--- src/rtl/tmr_ctrl_pkg.sv ---
// Shared encodings for the timer control stage: FSM states and mode values.
package tmr_ctrl_pkg;

    typedef enum logic [1:0] {
        StIdle = 2'd0,
        StLoad = 2'd1,
        StRun  = 2'd2
    } tmr_state_e;

    localparam logic ModeOneshot  = 1'b0;
    localparam logic ModePeriodic = 1'b1;

endpackage

--- src/rtl/tmr_presc.sv ---
// Reloadable down-counter prescaler; tick fires while running and the count is zero.
module tmr_presc
    import tmr_ctrl_pkg::*;
#(
    parameter int unsigned P = 4
) (
    input  logic         clk_i,
    input  logic         rst_ni,
    input  logic         load_i,
    input  logic         run_i,
    input  logic [P-1:0] value_i,
    output logic         tick_o
);

    logic [P-1:0] cnt_q, cnt_d;

    always_comb begin
        cnt_d = cnt_q;
        if (load_i) begin
            cnt_d = value_i;
        end else if (run_i) begin
            cnt_d = (cnt_q == '0) ? value_i : cnt_q - P'(1);
        end
    end

    assign tick_o = run_i && (cnt_q == '0);

    always_ff @(posedge clk_i) begin
        if (!rst_ni) begin
            cnt_q <= '0;
        end else begin
            cnt_q <= cnt_d;
        end
    end

endmodule

--- src/rtl/tmr_ctrl.sv ---
// Timer control: drives load/enable of an external up-counter and turns its
// terminal count into a sticky interrupt with overrun detection.
module tmr_ctrl
    import tmr_ctrl_pkg::*;
#(
    parameter int unsigned N = 8,
    parameter int unsigned P = 4
) (
    input  logic         CLK,
    input  logic         RESETN,
    input  logic         START,
    input  logic         STOP,
    input  logic         MODE,
    input  logic [N-1:0] RELOAD,
    input  logic [P-1:0] PRESC,
    input  logic         COUT,
    input  logic         IRQ_ACK,
    output logic         CNT_EN,
    output logic         CNT_PL,
    output logic [N-1:0] CNT_D,
    output logic         IRQ,
    output logic         OVR,
    output logic         BUSY
);

    tmr_state_e   state_q, state_d;
    logic [N-1:0] load_val_q, load_val_d;
    logic [P-1:0] presc_q, presc_d;
    logic         mode_q, mode_d;
    logic         irq_q, irq_d;
    logic         ovr_q, ovr_d;
    logic         presc_load, presc_run;
    logic         tick, term, term_evt;

    assign presc_load = (state_q == StLoad);
    assign presc_run  = (state_q == StRun);

    tmr_presc #(.P(P)) u_presc (
        .clk_i  (CLK),
        .rst_ni (RESETN),
        .load_i (presc_load),
        .run_i  (presc_run),
        .value_i(presc_q),
        .tick_o (tick)
    );

    assign term     = tick & COUT;
    // A same-cycle STOP suppresses both the interrupt and the periodic reload.
    assign term_evt = term & ~STOP;

    always_ff @(posedge CLK) begin
        if (!RESETN) begin
            state_q <= StIdle;
        end else begin
            state_q <= state_d;
        end
    end

    always_comb begin
        state_d = state_q;
        case (state_q)
            StIdle: state_d = StIdle;
            StLoad: state_d = StRun;
            StRun:  if (term && mode_q == ModeOneshot) state_d = StIdle;
            default: state_d = StIdle;
        endcase
        if (START) state_d = StLoad;
        if (STOP)  state_d = StIdle;
    end

    always_comb begin
        CNT_PL = 1'b0;
        CNT_EN = 1'b0;
        if (RESETN) begin
            case (state_q)
                StLoad: CNT_PL = 1'b1;
                StRun: begin
                    if (term) CNT_PL = (mode_q == ModePeriodic) && !STOP;
                    else      CNT_EN = tick;
                end
                default: ;
            endcase
        end
    end

    always_comb begin
        load_val_d = load_val_q;
        presc_d    = presc_q;
        mode_d     = mode_q;
        if (START && !STOP) begin
            load_val_d = N'(0) - RELOAD;
            presc_d    = PRESC;
            mode_d     = MODE;
        end
        irq_d = irq_q;
        ovr_d = ovr_q;
        if (IRQ_ACK) begin
            irq_d = 1'b0;
            ovr_d = 1'b0;
        end
        if (term_evt) begin
            irq_d = 1'b1;
            if (irq_q && !IRQ_ACK) ovr_d = 1'b1;
        end
    end

    always_ff @(posedge CLK) begin
        if (!RESETN) begin
            load_val_q <= '0;
            presc_q    <= '0;
            mode_q     <= ModeOneshot;
            irq_q      <= 1'b0;
            ovr_q      <= 1'b0;
        end else begin
            load_val_q <= load_val_d;
            presc_q    <= presc_d;
            mode_q     <= mode_d;
            irq_q      <= irq_d;
            ovr_q      <= ovr_d;
        end
    end

    assign CNT_D = load_val_q;
    assign IRQ   = irq_q;
    assign OVR   = ovr_q;
    assign BUSY  = (state_q != StIdle);

endmodule

--- config.mk ---
export PLATFORM = sky130hd
export DESIGN_NAME = tmr_ctrl
export DESIGN_NICKNAME = d
export VERILOG_FILES = /design/src/rtl/tmr_ctrl_pkg.sv /design/src/rtl/tmr_presc.sv /design/src/rtl/tmr_ctrl.sv
export SDC_FILE = /design/constraint.sdc
export NUM_CORES = 1
export LEC_CHECK = 0
export CAP_MARGIN = 15
export CORE_ASPECT_RATIO = 0.75
export CORE_MARGIN = 10
export CORE_UTILIZATION = 50
export DETAILED_ROUTE_END_ITERATION = 8
export GPL_TIMING_DRIVEN = 1
export PLACE_DENSITY = 0.95
export SLEW_MARGIN = 20
export SYNTH_ARGS = -nofsm -noshare
export SYNTH_HDL_FRONTEND = slang
export SYNTH_HIERARCHICAL = 1
export SYNTH_SLANG_ARGS = --single-unit
--- constraint.sdc ---
create_clock -name CLK -period 4.6 [get_ports CLK]
set_input_delay 0.69 -clock CLK [delete_from_list [all_inputs] [get_ports CLK]]
set_output_delay 0.69 -clock CLK [all_outputs]
set_load 0.01 [all_outputs]
; After elaboration in Yosys (flattened, before gate mapping)
; Cells that the tools add are included.
[totals]
ff_bits = 21
input_bits = 19
[op_classes]
n_addsub = 2
eq_ne = 4
muxes = 17
bitwise = 5
reduce_logical = 13
[op_table]
columns = operator, n
row1 = $mux 4, 3
row2 = $mux 1, 11
row3 = $sub 1x8->8 const A, 1
row4 = $reduce_bool 2->1, 3
row5 = $logic_and 1x1->1, 5
row6 = $logic_not 4->1, 1
row7 = $pmux 2 s2, 1
row8 = $sub 4x1->4 const B, 1
row9 = $ne 3x3->1 const B, 1
row10 = $not 1->1, 3
row11 = $reduce_or 3->1, 1
row12 = $and 1x1->1, 2
row13 = $eq 2x1->1 const B, 1
row14 = $eq 2x2->1 const B, 1
row15 = $logic_not 1->1, 2
row16 = $mux 2, 1
row17 = $ne 2x2->1 const B, 1
row18 = $pmux 1 s2, 1
row19 = $reduce_or 2->1, 1

; Longest topological paths before layout
; Gate-level depths: netlist of the first run.
[logic_depth]
depth_word = 7
ltp_mapped = 7
ltp_nobuf = 7

; Modules after synthesis
; The synthesis of the first run kept the hierarchy.
[modules_own_cells]
columns = mod, n_inst, cells_per_inst, area_each_um2, seq_area_each_um2
row1 = tmr_ctrl, 1, 103, 824.5, 340.3
row2 = tmr_presc, 1, 36, 274.0, 80.1

; Worst setup path before layout of the first run
; Ideal clock, no wire load.
[synth_path]
kind = reg2out
from = reg state_q[0]
to = out CNT_PL
t_arrival_ps = 1446
required_ps = 3910
setup_slack_ps = 2464
stages_incl_launch_ff = 8
n_path_buf = 0
path_cell_list = dfxtp_1 -> inv_1 -> ha_1 -> and3b_1 -> and2b_2 -> and3b_1 -> a31oi_1 -> nor2_1
[synth_between]
elab_chain_len = 6
word_cells_on_any_way = 7
[synth_rtl]
columns = element, line_no
row1 = from (decl), tmr_ctrl.sv:26  ; tmr_state_e state_q, state_d;
row2 = from (signal assigned), tmr_ctrl.sv:53  ; state_q <= StIdle;
row3 = from (signal assigned), tmr_ctrl.sv:55  ; state_q <= state_d;
row4 = $eq 2x2->1, tmr_ctrl.sv:36  ; assign presc_run = (state_q == StRun);
row5 = net presc_run, tmr_ctrl.sv:32  ; logic presc_load, presc_run;
row6 = $logic_and 1x1->1, tmr_presc.sv:26  ; assign tick_o = run_i && (cnt_q == '0);
row7 = net tick, tmr_ctrl.sv:33  ; logic tick, term, term_evt;
row8 = $and 1x1->1, tmr_ctrl.sv:47  ; assign term = tick & COUT;
row9 = $mux 1, tmr_ctrl.sv:78  ; if (term) CNT_PL = (mode_q == ModePeriodic) && !STOP;
row10 = $pmux 1 s2, tmr_ctrl.sv:75  ; case (state_q)
row11 = $mux 1, tmr_ctrl.sv:74  ; if (RESETN) begin
row12 = to (decl), tmr_ctrl.sv:19  ; output logic CNT_PL,
; The timed path passes the listed nets, and every way through them passes these cells.

; Worst setup path in the final report of the first run
[layout_path]
from = in RESETN
to = out CNT_EN
[layout_between]
elab_chain_len = 1
[layout_rtl]
columns = element, line_no
row1 = from (decl), tmr_ctrl.sv:10  ; input logic RESETN,
row2 = $mux 1, tmr_ctrl.sv:74
row3 = to (decl), tmr_ctrl.sv:18  ; output logic CNT_EN,
; Every way passes these cells.

==> results of run 1 <==
-- placed cells by master (no fill, tap or decap), types with 2 or more instances in the layout --
cell type	instances
sky130_fd_sc_hd__a21oi_1	14
sky130_fd_sc_hd__or2_1	2
sky130_fd_sc_hd__nor2_1	3
sky130_fd_sc_hd__nand3_1	6
sky130_fd_sc_hd__a2111o_1	2
sky130_fd_sc_hd__inv_1	11
sky130_fd_sc_hd__o311ai_0	2
sky130_fd_sc_hd__and3b_1	2
sky130_fd_sc_hd__a31oi_1	3
sky130_fd_sc_hd__clkdlybuf4s50_1	31
sky130_fd_sc_hd__dfxtp_1	21
sky130_fd_sc_hd__o31ai_1	2
sky130_fd_sc_hd__nor3_1	6
sky130_fd_sc_hd__o21ai_0	3
sky130_fd_sc_hd__a21boi_0	2
sky130_fd_sc_hd__clkbuf_4	3
sky130_fd_sc_hd__nand2_1	29
sky130_fd_sc_hd__nand3b_1	2
sky130_fd_sc_hd__ha_1	5
sky130_fd_sc_hd__nor4_1	2
-- per-layer routing --
layer / part of all wire / wire (um) / vias to the layer above
li1: - / - / 550
met1: 0.42 / 1330 / 550
met2: 0.49 / 1560 / 38
met3: 0.085 / 273 / 5
met4: 0.011 / 36 / 0
met5: 0 / 0 / -
-- through the flow --
step           hold WS (ns)  worst slack [ns]
6_report              0.462              1.51
5_1_grt               0.485              1.40
4_1_cts               0.462              1.48
3_5_place_dp          0.445              1.48
3_3_place_gp          0.444              1.60
2_1_floorplan         0.432              2.46
-- registers in the layout, indices dropped and copies added (netlist names) --
register / cells
CNT_D: 8
IRQ: 1
OVR: 1
mode_q: 1
presc_q: 4
state_q: 2
u_presc/cnt_q: 4
-- worst paths after layout --
kind	endpoint	depth (start not counted)	start	slack, ns
worst min register to register	presc_q[3]$_SDFFE_PN0P_	2	presc_q[3]$_SDFFE_PN0P_	0.46
worst max-delay path	CNT_EN	3	RESETN	1.51
worst max register to register	state_q[1]$_SDFFE_PP0P_	7	state_q[0]$_SDFFE_PP0P_	2.86
worst min-delay path	presc_q[3]$_SDFFE_PN0P_	2	presc_q[3]$_SDFFE_PN0P_	0.46
-- worst register-to-register path, stage by stage (launching register included) --
cell	delay [ns]
sky130_fd_sc_hd__dfxtp_1	0.35
sky130_fd_sc_hd__inv_1	0.08
sky130_fd_sc_hd__ha_1	0.31
sky130_fd_sc_hd__and3b_1	0.22
sky130_fd_sc_hd__and2b_2	0.17
sky130_fd_sc_hd__nand3b_1	0.13
sky130_fd_sc_hd__and3_1	0.21
sky130_fd_sc_hd__o21a_1	0.18
-- logic make-up after synthesis --
kind of cell    Yosys count
fa+ha+maj                 5
flops                    21
xor+xnor                  2
buf+inv                  16
compound gates           32
simple gates             63
-- cell type report --
cell class / count / share of cell area
repair buffers: 31 / 0.215
well taps: 24 / 0.0208
clock buffers: 4 / 0.0182
inverters: 11 / 0.0285
flip-flops and latches: 21 / 0.291
multi-input cells: 102 / 0.427
-- power breakdown --
group	internal [uW]	switching, uW	total (uW)
clock	34.0	61.7	95.7
sequential	189	4.42	193
combinational	31.9	30.8	62.7
total	254	97.0	351
==> PnR_summary.wiki, run 1 <==
{| class="wikitable"
! Metric !! Value
|-
| Crit share post-route || 0.672
|-
| Net count of the mapped netlist || 163
|-
| Core Region || 2050 um2
|-
| Kind of cell adding the most delay to the critical path || buffers and inverters
|-
| Global route hottest layer || met2
|-
| Clock latency on the worst-skew pair || 0.32 ns
|-
| Worst Path Class, Setup || in2out
|-
| Setup crit start kind || input pin
|-
| Number of setup violations in the final report || 0
|-
| Die Outline Area || 4490 um2
|-
| Global Route met2 Usage || 0.238
|-
| Most common cell type on the critical path || sky130_fd_sc_hd__clkdlybuf4s50_1
|-
| Fin util || 0.706
|-
| Post-detailed-placement half-perimeter wirelength || 2390 um
|-
| Iteration-0 DRC count of the detailed router || 95
|-
| Cell-by-cell listing of the critical path || clkdlybuf4s50_1 -> and4b_1 -> clkdlybuf4s50_1
|-
| # Max-Cap Violations || 0
|-
| Number of cell rows || 14
|-
| Number of sinks handled by clock tree synthesis || 21
|-
| Ratio of cells with drive above 1 in the final layout || 0.0355
|-
| Total negative setup slack || 0 ns
|-
| Die Span X || 74.1 um
|-
| Arrival @ worst endpoint || 2.40 ns
|-
| RSZ-0062 raised after global routing || no
|-
| Post-Synthesis Cells || 139
|-
| Cell area after synthesis || 1100 um2
|-
| Top-count cell post-synth || sky130_fd_sc_hd__nand2_1
|-
| Yosys cell types || 36
|-
| Share of synthesized cell area in and, or, nand and nor gates || 0.302
|-
| Power per unit of standard cell area || 243 nW/um2
|-
| Final Net Count || 194
|-
| Primary FF master, synth || sky130_fd_sc_hd__dfxtp_1
|-
| TritonCTS clock tree || built
|-
| Routability Congestion || 0.854
|-
| Clock period minus worst slack || 3.09 ns
|-
| Setup crit end kind || primary output
|-
| Critical path's largest stage delay || 0.88 ns
|-
| Worst min-delay path category || reg2reg
|-
| Clk buf depth || 2
|-
| Wire length of the first global-routing pass || 5180 um
|-
| Overall routed net length || 3200 um
|-
| Post-route DRC violation count || 0
|-
| Root buffer selected by CTS || sky130_fd_sc_hd__clkbuf_4
|-
| Flip-flop and latch count after synthesis || 21
|-
| Critical path fanouts, max || 19
|-
| Sequential standard cell area || 420 um2
|-
| Seq/Total Area, Yosys || 0.383
|-
| Post-DRT Antenna Nets || 0
|-
| Final cell area excluding filler cells || 1450 um2
|-
| Compound-Gate Fraction of Synth Area || 0.188
|-
| Routed length per placed instance || 16.6 um
|-
| Post-DR vias/cell || 5.92
|-
| M1 GR Usage || 0.166
|-
| GRT Util Overall || 0.148
|-
| Floorplan die height || 60.6 um
|-
| Number of top-level pins || 32
|-
| Overflow left after global routing || 0
|-
| Post-CTS sizing || 0
|-
| Post-CTS Setup Inserts || 0
|-
| Antenna fix cells || 0
|-
| Result of the run || completed
|-
| TritonRoute pass-1 iters || 4
|-
| Number of buffers added on ports || 31
|-
| Number of fillers in the final layout || 176
|-
| Vias after detailed routing || 1143
|-
| Worst path bufs/invs || 2
|-
| Clock-pin transition on the worst setup and hold timing paths || 0.12 ns
|-
| Met3 Use GR || 0.0653
|-
| Number of enable-type register cells in the synthesized netlist || 0
|-
| CTS H-tree lvls || 1
|-
| Count of hold-fix buffers inserted at cts || 0
|-
| Initial cell density of the core || 0.536
|-
| Total power draw || 351 uW
|-
| Pin count of the biggest net entering global routing || 20
|-
| Placement-stage cell area || 1420 um2
|-
| Multiplexer share of the synthesized area || 0
|-
| Share of the synthesized netlist area taken by xor and xnor gates || 0.0159
|-
| Fmax || 0.323 GHz
|-
| Top cells by instance count after synthesis || sky130_fd_sc_hd__nand2_1, sky130_fd_sc_hd__dfxtp_1, sky130_fd_sc_hd__a21oi_1
|-
| Number of pins exceeding their max-slew limit in the final report || 0
|-
| Mean instance size in the synthesized netlist || 7.90 um2
|-
| Worst endpoint required time || 3.91 ns
|-
| Number of antenna violations at the first check in global routing || 0
|-
| Largest area contributor in the netlist || sky130_fd_sc_hd__dfxtp_1
|-
| Share of Yosys cell area claimed by the top area cell type || 0.383
|-
| Clock buffer count from CTS || 3
|-
| Area used by multi-input combinational logic || 618 um2
|-
| Dominant cells by area after synthesis || sky130_fd_sc_hd__dfxtp_1, sky130_fd_sc_hd__nand2_1, sky130_fd_sc_hd__a21oi_1
|-
| Number of non-filler instances in the completed layout || 193
|-
| Leakage power figure || 0.000532 uW
|-
| Adder and majority cell fraction of the synthesized area || 0.0569
|-
| Main combinational cell family by area after synthesis || simple AND/OR/NAND/NOR gates
|-
| Number of global-route vias before repair || 1096
|-
| Total of warnings raised by yosys || 6
|-
| Slew margin rel. || 0.504
|-
| Async set or reset register ratio after synthesis || 0
|-
| Area added between synthesis and finish || 31.7%
|-
| Worst Clk Skew || 0.00262 ns
|-
| Slowest stage cell on the critical path || sky130_fd_sc_hd__clkdlybuf4s50_1
|-
| Actual slew at the worst max-slew pin || 0.743 ns
|-
| Count of final hold-check violations || 0
|-
| Number of cells in the design after placement || 189
|-
| Peak supply drop || 0.197 mV
|}
Note: power is estimated with default switching activity, not from simulation.
==> inputs of run 2 (changes only) <==
--- a/config.mk
+++ b/config.mk
@@ -8,10 +8,10 @@
 export CAP_MARGIN = 15
 export CORE_ASPECT_RATIO = 0.75
 export CORE_MARGIN = 10
-export CORE_UTILIZATION = 50
+export CORE_UTILIZATION = 46
 export DETAILED_ROUTE_END_ITERATION = 8
 export GPL_TIMING_DRIVEN = 1
-export PLACE_DENSITY = 0.95
+export PLACE_DENSITY = 0.9
 export SLEW_MARGIN = 20
 export SYNTH_ARGS = -nofsm -noshare
 export SYNTH_HDL_FRONTEND = slang
==> constraint.sdc (replaced) <==
create_clock -name CLK -period 3.04 [get_ports CLK]
set_input_delay 0.456 -clock CLK [delete_from_list [all_inputs] [get_ports CLK]]
set_output_delay 0.456 -clock CLK [all_outputs]
set_load 0.01 [all_outputs]
==> run 2 against run 1 <==
Combinational power up 50%. Critical path type is now reg2out. Highest routed layer unchanged. Routed wire length down 7.1%. Sequential power up 51%. Largest cell class unchanged. Hold slack about the same.
==> PnR_summary.wiki, run 2 (synthesis gave the netlist of run 1 again) <==
{| class="wikitable"
! Metric !! Value
|-
| Number of buffers added on ports || 31
|-
| Total negative setup slack || 0 ns
|-
| Wire length of the first global-routing pass || 5160 um
|-
| Final Net Count || 195
|-
| Cell-by-cell listing of the critical path || inv_1 -> ha_1 -> and3b_1 -> and2b_2 -> and3b_1 -> a31oi_1 -> nor2_1 -> clkdlybuf4s50_1
|-
| Iteration-0 DRC count of the detailed router || 75
|-
| Setup crit end kind || primary output
|-
| Core Region || 2290 um2
|-
| Clock latency on the worst-skew pair || 0.31 ns
|-
| Combinational power share || 0.179
|-
| Post-route DRC violation count || 0
|-
| Critical path fanouts, max || 9
|-
| Clock-pin transition on the worst setup and hold timing paths || 0.12 ns
|-
| Actual slew at the worst max-slew pin || 0.695 ns
|-
| Antenna fix cells || 0
|-
| TritonRoute pass-1 iters || 4
|-
| RSZ-0062 raised after global routing || no
|-
| Clock buffer count from CTS || 3
|-
| Hold Crit Depth || 2
|-
| Worst min-delay path category || reg2reg
|-
| Arrival @ worst endpoint || 2.43 ns
|-
| Post-CTS sizing || 0
|-
| Portion of total power attributed to the clock network || 0.264
|-
| Worst Path Class, Setup || reg2out
|-
| Count of hold-fix buffers inserted at cts || 0
|-
| Post-CTS Setup Inserts || 0
|-
| # Max-Cap Violations || 0
|-
| Result of the run || completed
|-
| Routed length per placed instance || 14.6 um
|-
| Pin count of the biggest net entering global routing || 20
|-
| Worst Clk Skew || 0.00268 ns
|-
| Root buffer selected by CTS || sky130_fd_sc_hd__clkbuf_4
|-
| Routability Congestion || 0.843
|-
| Most common library cell in the layout ignoring fill and taps || sky130_fd_sc_hd__clkdlybuf4s50_1
|-
| Floorplan die height || 62.3 um
|-
| Number of antenna violations at the first check in global routing || 0
|-
| Slowest stage cell on the critical path || sky130_fd_sc_hd__clkdlybuf4s50_1
|-
| Number of pins exceeding their max-slew limit in the final report || 0
|-
| Count of final hold-check violations || 0
|-
| Overall routed net length || 2970 um
|-
| TritonCTS clock tree || built
|-
| Number of setup violations in the final report || 0
|-
| Setup crit start kind || flop
|-
| GRT Util Overall || 0.125
|-
| Flip-flop count of the largest register after layout || 8
|-
| Placement-stage cell area || 1440 um2
|-
| Post-DRT Antenna Nets || 0
|-
| Post-DR vias/cell || 5.49
|-
| Clock period minus worst slack || 2.89 ns
|-
| Overflow left after global routing || 0
|-
| Leakage power figure || 0.000539 uW
|-
| Share of total power consumed by net switching || 0.269
|-
| Critical path's largest stage delay || 0.48 ns
|-
| Vias after detailed routing || 1119
|-
| Hold worst-path end || CNT_D[2]$_SDFFE_PN0P_
|-
| Area added between synthesis and finish || 33.6%
|-
| Number of global-route vias before repair || 1105
|-
| Reg2reg start || state_q[0]$_SDFFE_PP0P_
|-
| Power per unit of standard cell area || 357 nW/um2
|-
| Share of total power in sequential cells || 0.557
|-
| Int Pwr || 383 uW
|-
| CTS H-tree lvls || 1
|-
| Most common cell type on the critical path || sky130_fd_sc_hd__and3b_1
|-
| Min setup slack post-route || 0.152 ns
|-
| Final cell area excluding filler cells || 1470 um2
|-
| Number of sinks handled by clock tree synthesis || 21
|-
| Total power draw || 525 uW
|-
| Worst reg2reg setup slack || 1.29 ns
|-
| Fmax || 0.346 GHz
|-
| Post-detailed-placement half-perimeter wirelength || 2310 um
|-
| Most frequent cells in the layout || sky130_fd_sc_hd__clkdlybuf4s50_1, sky130_fd_sc_hd__nand2_1, sky130_fd_sc_hd__dfxtp_1
|-
| Peak supply drop || 0.255 mV
|-
| Number of top-level pins || 32
|-
| Initial cell density of the core || 0.480
|-
| Worst endpoint required time || 2.58 ns
|-
| Ratio of cells with drive above 1 in the final layout || 0.0471
|-
| End of the worst register-to-register path || OVR$_SDFF_PN0_
|-
| Crit share post-route || 0.950
|-
| Number of cell rows || 15
|-
| Clk buf depth || 2
|-
| Cell count of the worst reg-to-reg path || 7
|-
| Hold wc startpoint || CNT_D[2]$_SDFFE_PN0P_
|-
| Slew margin rel. || 0.537
|-
| Die Outline Area || 4760 um2
|-
| Net switching power of the design || 141 uW
|-
| Worst slack at placement || 0.526 ns
|-
| Die Span X || 76.4 um
|}
## run 2: cell types whose count changed in the layout (fill, tap and decap cells not counted), sizes merged
| cell | before | now |
|---|---|---|
| buf | 0 | 1 |
| clkinv | 0 | 1 |
| clkbuf | 4 | 3 |
## run 2: power by group through the flow
stage                     clock [uW]  combinational, uW  sequential (uW)
after CTS                        140               94.2              292
after detailed placement           0               93.8              298
after global routing             150                105              294
final                            138               94.2              292
after floorplan                    0               39.8              299
after global placement             0               90.5              297
## run 2: cell type report
class                           instances  area, um2
Fill cell                             208        822
Multi-Input combinational cell        102        618
Tap cell                               34       42.5
Inverter                               11       41.3
Timing Repair Buffer                   32        318
Sequential cell                        21        420
Clock inverter                          1       5.00
Clock buffer                            3       22.5
## run 2: worst max-delay path by stage
stage                                       start  slack [ns]  cells after the start      to
final                     state_q[0]$_SDFFE_PP0P_        0.15                      8  CNT_PL
after floorplan           state_q[0]$_SDFFE_PP0P_        1.14                      7  CNT_PL
after global placement    state_q[0]$_SDFFE_PP0P_        0.63                      8  CNT_PL
after global routing      state_q[0]$_SDFFE_PP0P_        0.02                      8  CNT_PL
after detailed placement  state_q[0]$_SDFFE_PP0P_        0.53                      8  CNT_PL
after CTS                 state_q[0]$_SDFFE_PP0P_        0.17                      8  CNT_PL
## run 2: through the flow
| step | hold WS (ns) | instances | utilization |
|---|---|---|---|
| finish | 0.462 | 204 | 0.641 |
| global route | 0.483 | 204 | 0.641 |
| CTS | 0.464 | 204 | 0.641 |
| detailed placement | 0.447 | 200 | 0.629 |
| global placement | 0.443 | 200 | 0.629 |
| floorplan | 0.432 | 139 | - |
## run 2: routing by layer
metal	vias to the layer above	wire length [um]	track usage
met1	515	1270	0.141
met3	6	256	0.0489
met4	0	34	0.0347
li1	556	-	-
met5	-	0	0
met2	42	1410	0.215
## run 2: critical path: cells and delay by family (launching register included)
family                   cells  cell delay, ns
AO/OA/AOI/OAI                1            0.17
adder cells (fa/ha/maj)      1            0.29
flip-flops                   1            0.39
AND/OR/NAND/NOR              4            0.71
buffers and inverters        2            0.56
==> inputs of run 3 (changes only) <==
--- a/config.mk
+++ b/config.mk
@@ -7,7 +7,7 @@
 export LEC_CHECK = 0
 export CAP_MARGIN = 15
 export CORE_ASPECT_RATIO = 0.75
-export CORE_MARGIN = 10
+export CORE_MARGIN = 1
 export CORE_UTILIZATION = 46
 export DETAILED_ROUTE_END_ITERATION = 8
 export GPL_TIMING_DRIVEN = 1
==> run 3 against run 2 <==
Sequential share of layout area decreased by 0.073 points. Critical path type unchanged. Fmax up 0.12%. Count of clock-buffer cells in the layout increased by 1. Clock power about the same. Worst setup slack better by 0.0036 ns. Sequential power about the same. Global-route usage is 12 points higher. Via count rose by 2.9%. Routed wire length fell by 1.6%. Die area fell by 46%.
==> PnR_summary.wiki, run 3 (synthesis gave the netlist of run 1 again) <==
{| class="wikitable"
! Metric !! Value
|-
| Hold Crit Depth || 2
|-
| Kind of cell adding the most delay to the critical path || simple AND/OR/NAND/NOR gates
|-
| Critical Path Source || state_q[0]$_SDFFE_PP0P_
|-
| Number of setup violations in the final report || 0
|-
| # Max-Cap Violations || 0
|-
| Worst min-delay path category || reg2reg
|-
| Ratio of cells with drive above 1 in the final layout || 0.0468
|-
| Clock-pin transition on the worst setup and hold timing paths || 0.12 ns
|-
| Arrival @ worst endpoint || 2.43 ns
|-
| Number of top-level pins || 32
|-
| Worst reg2reg setup slack || 1.25 ns
|-
| RSZ-0062 raised after global routing || no
|-
| Post-detailed-placement half-perimeter wirelength || 2140 um
|-
| TritonRoute pass-1 iters || 4
|-
| Post-CTS Setup Inserts || 0
|-
| Result of the run || completed
|-
| Peak supply drop || 0.248 mV
|-
| Core Region || 2120 um2
|-
| Area used by multi-input combinational logic || 618 um2
|-
| Sequential standard cell area || 420 um2
|-
| Routed length per placed instance || 14.4 um
|-
| Worst Path Class, Setup || reg2out
|-
| Hold worst-path end || CNT_D[3]$_SDFFE_PN0P_
|-
| Number of global-route vias before repair || 1042
|-
| Clk buf depth || 2
|-
| Most common library cell in the layout ignoring fill and taps || sky130_fd_sc_hd__clkdlybuf4s50_1
|-
| Count of hold-fix buffers inserted at cts || 0
|-
| Iteration-0 DRC count of the detailed router || 53
|-
| Slowest stage cell on the critical path || sky130_fd_sc_hd__clkdlybuf4s50_1
|-
| Actual slew at the worst max-slew pin || 0.789 ns
|-
| Total power draw || 525 uW
|-
| Setup crit end kind || primary output
|-
| CTS H-tree lvls || 1
|-
| Cell-by-cell listing of the critical path || inv_1 -> ha_1 -> and3b_1 -> and2b_2 -> and3b_1 -> a31oi_1 -> nor2_1 -> clkdlybuf4s50_1
|-
| Cell count of the worst reg-to-reg path || 7
|-
| Post-DRT Antenna Nets || 0
|-
| Vias after detailed routing || 1151
|-
| Overall routed net length || 2920 um
|-
| Routability Congestion || 0.858
|-
| Pin count of the biggest net entering global routing || 18
|-
| Most frequent cells in the layout || sky130_fd_sc_hd__clkdlybuf4s50_1, sky130_fd_sc_hd__nand2_1, sky130_fd_sc_hd__dfxtp_1
|-
| Antenna fix cells || 0
|-
| Placement-stage cell area || 1450 um2
|-
| Final Net Count || 196
|-
| Area added between synthesis and finish || 33.9%
|-
| Overflow left after global routing || 0
|-
| Number of buffers added on ports || 31
|-
| Reg2reg start || state_q[0]$_SDFFE_PP0P_
|-
| Floorplan die height || 44.3 um
|-
| Count of final hold-check violations || 0
|-
| Power per unit of standard cell area || 357 nW/um2
|-
| Worst path bufs/invs || 2
|-
| GRT Util Overall || 0.241
|-
| Flip-flop count of the largest register after layout || 8
|-
| Initial cell density of the core || 0.518
|-
| TritonCTS clock tree || built
|-
| Number of pins exceeding their max-slew limit in the final report || 0
|-
| Most common cell type on the critical path || sky130_fd_sc_hd__and3b_1
|-
| Post-CTS sizing || 0
|-
| Post-route DRC violation count || 0
|-
| Hold wc startpoint || CNT_D[3]$_SDFFE_PN0P_
|-
| Leakage power figure || 0.000541 uW
|-
| Number of fillers in the final layout || 179
|-
| Worst endpoint required time || 2.58 ns
|-
| Root buffer selected by CTS || sky130_fd_sc_hd__clkbuf_4
|-
| Number of cell rows || 14
|-
| Number of antenna violations at the first check in global routing || 0
|-
| Die Outline Area || 2590 um2
|-
| Critical path's largest stage delay || 0.47 ns
|-
| Post-DR vias/cell || 5.67
|-
| Clock period minus worst slack || 2.88 ns
|-
| Fmax || 0.347 GHz
|-
| Final cell area excluding filler cells || 1470 um2
|-
| Slew margin rel. || 0.473
|-
| Number of sinks handled by clock tree synthesis || 21
|-
| Wire length of the first global-routing pass || 4600 um
|-
| Setup crit start kind || flop
|-
| Crit share post-route || 0.949
|-
| Worst Clk Skew || 0.0110 ns
|-
| Die Span X || 58.4 um
|-
| End of the worst register-to-register path || state_q[1]$_SDFFE_PP0P_
|-
| Clock buffer count from CTS || 3
|-
| Total negative setup slack || 0 ns
|-
| Critical path fanouts, max || 9
|-
| Clock latency on the worst-skew pair || 0.31 ns
|}
## run 3: report_power, final
part | leakage (uW) | switching (uW) | total, uW | internal, uW
sequential | 0.000171 | 6.64 | 292 | 285
clock | 0.0000150 | 85.5 | 137 | 51.2
combinational | 0.000355 | 47.0 | 96.7 | 49.7
## run 3: cell type report
cell class,instances,share of cell area
Inverter,11,0.0281
Sequential cell,21,0.286
Multi-Input combinational cell,102,0.420
Tap cell,32,0.0272
Clock buffer,4,0.0179
Timing Repair Buffer,33,0.221
## run 3: worst min-delay path: stages, from the launching register on
cell and delay, ns:
sky130_fd_sc_hd__dfxtp_1 0.33, sky130_fd_sc_hd__nand2_1 0.05, sky130_fd_sc_hd__a21oi_1 0.05
## run 3: layer usage
layer  vias to the layer above  wire, um  GRT usage
met3                         8       200     0.0789
met5                         -         0          0
li1                        553         -          -
met1                       531      1250      0.279
met4                         0        55     0.0952
met2                        59      1420      0.418
## run 3: worst max-delay path by stage
| stage | depth (start not counted) | slack (ns) | to |
|---|---|---|---|
| 6_report | 8 | 0.16 | CNT_PL |
| 5_1_grt | 8 | 0.0009 | CNT_PL |
| 4_1_cts | 8 | 0.16 | CNT_PL |
| 3_5_place_dp | 8 | 0.53 | CNT_PL |
| 3_3_place_gp | 8 | 0.65 | CNT_PL |
| 2_1_floorplan | 7 | 1.14 | CNT_PL |
## run 3: metrics by stage
step / util / worst slack, ns / instances / hold slack, ns
after floorplan: - / 1.14 / 139 / 0.432
after global placement: 0.682 / 0.653 / 199 / 0.445
after detailed placement: 0.682 / 0.533 / 199 / 0.447
after CTS: 0.694 / 0.163 / 203 / 0.467
after global routing: 0.694 / 0.000894 / 203 / 0.482
final: 0.694 / 0.155 / 203 / 0.465
==> patch (settings of run 3) <==
`P` is set to 4 in 2 places; all go to 5.
--- a/src/rtl/tmr_presc.sv
+++ b/src/rtl/tmr_presc.sv
@@ -2,7 +2,7 @@
 module tmr_presc
     import tmr_ctrl_pkg::*;
 #(
-    parameter int unsigned P = 4
+    parameter int unsigned P = 5
 ) (
     input  logic         clk_i,
     input  logic         rst_ni,
--- a/src/rtl/tmr_ctrl.sv
+++ b/src/rtl/tmr_ctrl.sv
@@ -4,7 +4,7 @@
     import tmr_ctrl_pkg::*;
 #(
     parameter int unsigned N = 8,
-    parameter int unsigned P = 4
+    parameter int unsigned P = 5
 ) (
     input  logic         CLK,
     input  logic         RESETN,
Ports: changed (resized PRESC); port bits go from 32 to 33. The function was not compared with the original's and may differ.
==> patch against run 3 <==
Setup slack improved by 0.11 ns; first-iteration DRC count rose by 42%; sequential share of layout area increased by 0.66 points; wire length is 3.7% lower; synthesized cell count up 6.5%; utilization shrank 2.8 points; total power up 6.3%; sequential cell count rose by 2; synthesized area up 7.3%; critical path depth stayed put; count of clock-buffer cells in the layout shrank 1; via count up 1.8%; design area increased by 7.1%; highest routed layer unchanged.
==> patch: results <==
group,metric,value,unit
sta,holdWs,0.4641,ns
min_path,hold_path_class,"flop to flop",
yosys,synth_nets,173,
outcome,status,"complete, no violations",
finish,final_nets,207,
place,portBuffers,32,
finish,antenna_cells,0,
clocking,cts_buffers,3,
setup_path,path_max_fanout,4,
place,dpl.hpwl,2.151,mm
route,via_per_inst,5.451,
yosys,synth_common_cells,"nand2_1, dfxtp_1, a21oi_1",
grt,grt_pass1_wl,4.616,mm
yosys,synthArstFlopShare,0,%
route,wl_met1,1.270,mm
pwr,power_leakage,0.0005713,µW
grt,grt_pass1_vias,1061,
min_path,hp-start,"CNT_D[0]",
pwr,vdd_drop_max,324.9,µV
route,met2_wirelength,1.345,mm
clocking,insertion_delay,0.32,ns
setup_path,timing.rr.start,"state_q[1]",
route,drt-initial-drc-count,75,
yosys,yosysSeqAreaShare,39.07,%
finish,drive_above_1_share,5.525,%
setup_path,slowest_delay,0.53,ns
yosys,yosysUniqueCellTypes,37,
pwr,swShare,26.08,%
route,wl_met3,171,µm
yosys,netlist_top_cells_area,"dfxtp_1, nand2_1, a21oi_1, ha_1, a21boi_0",
grt,grtUsageTotal,22.79,%
route,firstDrtPassIters,4,
place,gp_congestion,0.8241,
route,wl_per_cell,13.09,µm
sta,relSlewSlack,48.04,%
setup_path,arrival,2.32,ns
sta,clock_skew,0.006625,ns
finish,fillers,201,
-- patch: cell count changes after synthesis, sizes merged, moves of 2 or more --
| cell | delta |
|---|---|
| or3 | +2 |
| dfxtp | +2 |
| or2 | -2 |
| a21boi | +4 |
| nor4b | +3 |
| nor2 | +4 |
-- patch: cell families after synthesis --
kind of cell,after synthesis,share of synthesized area (%)
compound gates,38,21.34
flops,23,39.07
buf+inv,17,5.414
simple gates,63,27.39
fa+ha+maj,5,5.308
xor+xnor,2,1.486
-- patch: area by class of cell --
class,instances,area share (%)
sequential,23,29.23
multi-input combinational,108,41.94
inverter,11,2.621
clock inverter,1,0.3177
tap,34,2.701
clock buffer,3,1.430
timing repair buffer,35,21.76
-- patch: worst max-delay path, delay by kind of cell, from the launching register on --
family | cells | cell delay (ns)
compound gates | 1 | 0.10
fa+ha+maj | 1 | 0.18
buf+inv | 2 | 0.62
flops | 1 | 0.36
simple gates | 4 | 0.74
-- patch: final timing paths --
path                      end  slack [ns]  depth (start not counted)
max                    CNT_PL        0.27                          8
min                  CNT_D[0]        0.46                          2
max reg2reg  u_presc/cnt_q[3]        1.40                          6
min reg2reg          CNT_D[0]        0.46                          2
-- patch: power groups by stage --
| stage | logic, µW | registers [µW] | clock network, µW |
|---|---|---|---|
| floorplan | 40.7 | 327 | 0 |
| global placement | 92.9 | 326 | 0 |
| detailed placement | 95.4 | 327 | 0 |
| CTS | 95.8 | 320 | 149 |
| global route | 105 | 322 | 160 |
| finish | 95.9 | 320 | 142 |
-- patch: through the flow --
stage | setup slack (ns) | total power (µW) | instance area (µm²) | cells
floorplan | 0.9559 | 367.8 | 1179 | 148
global placement | 0.6016 | 419.0 | 1541 | 211
detailed placement | 0.5174 | 422.0 | 1541 | 211
CTS | 0.1442 | 564.6 | 1569 | 215
global route | 0.03392 | 587.4 | 1575 | 215
finish | 0.2685 | 558.3 | 1575 | 215
-- patch: metal layers --
metal  vias to the layer above  global-route usage, %
li1                        591                      -
met1                       544                  28.55
met5                         -                      0
met2                        32                  38.68
met3                         5                  6.534
met4                         0                  5.909
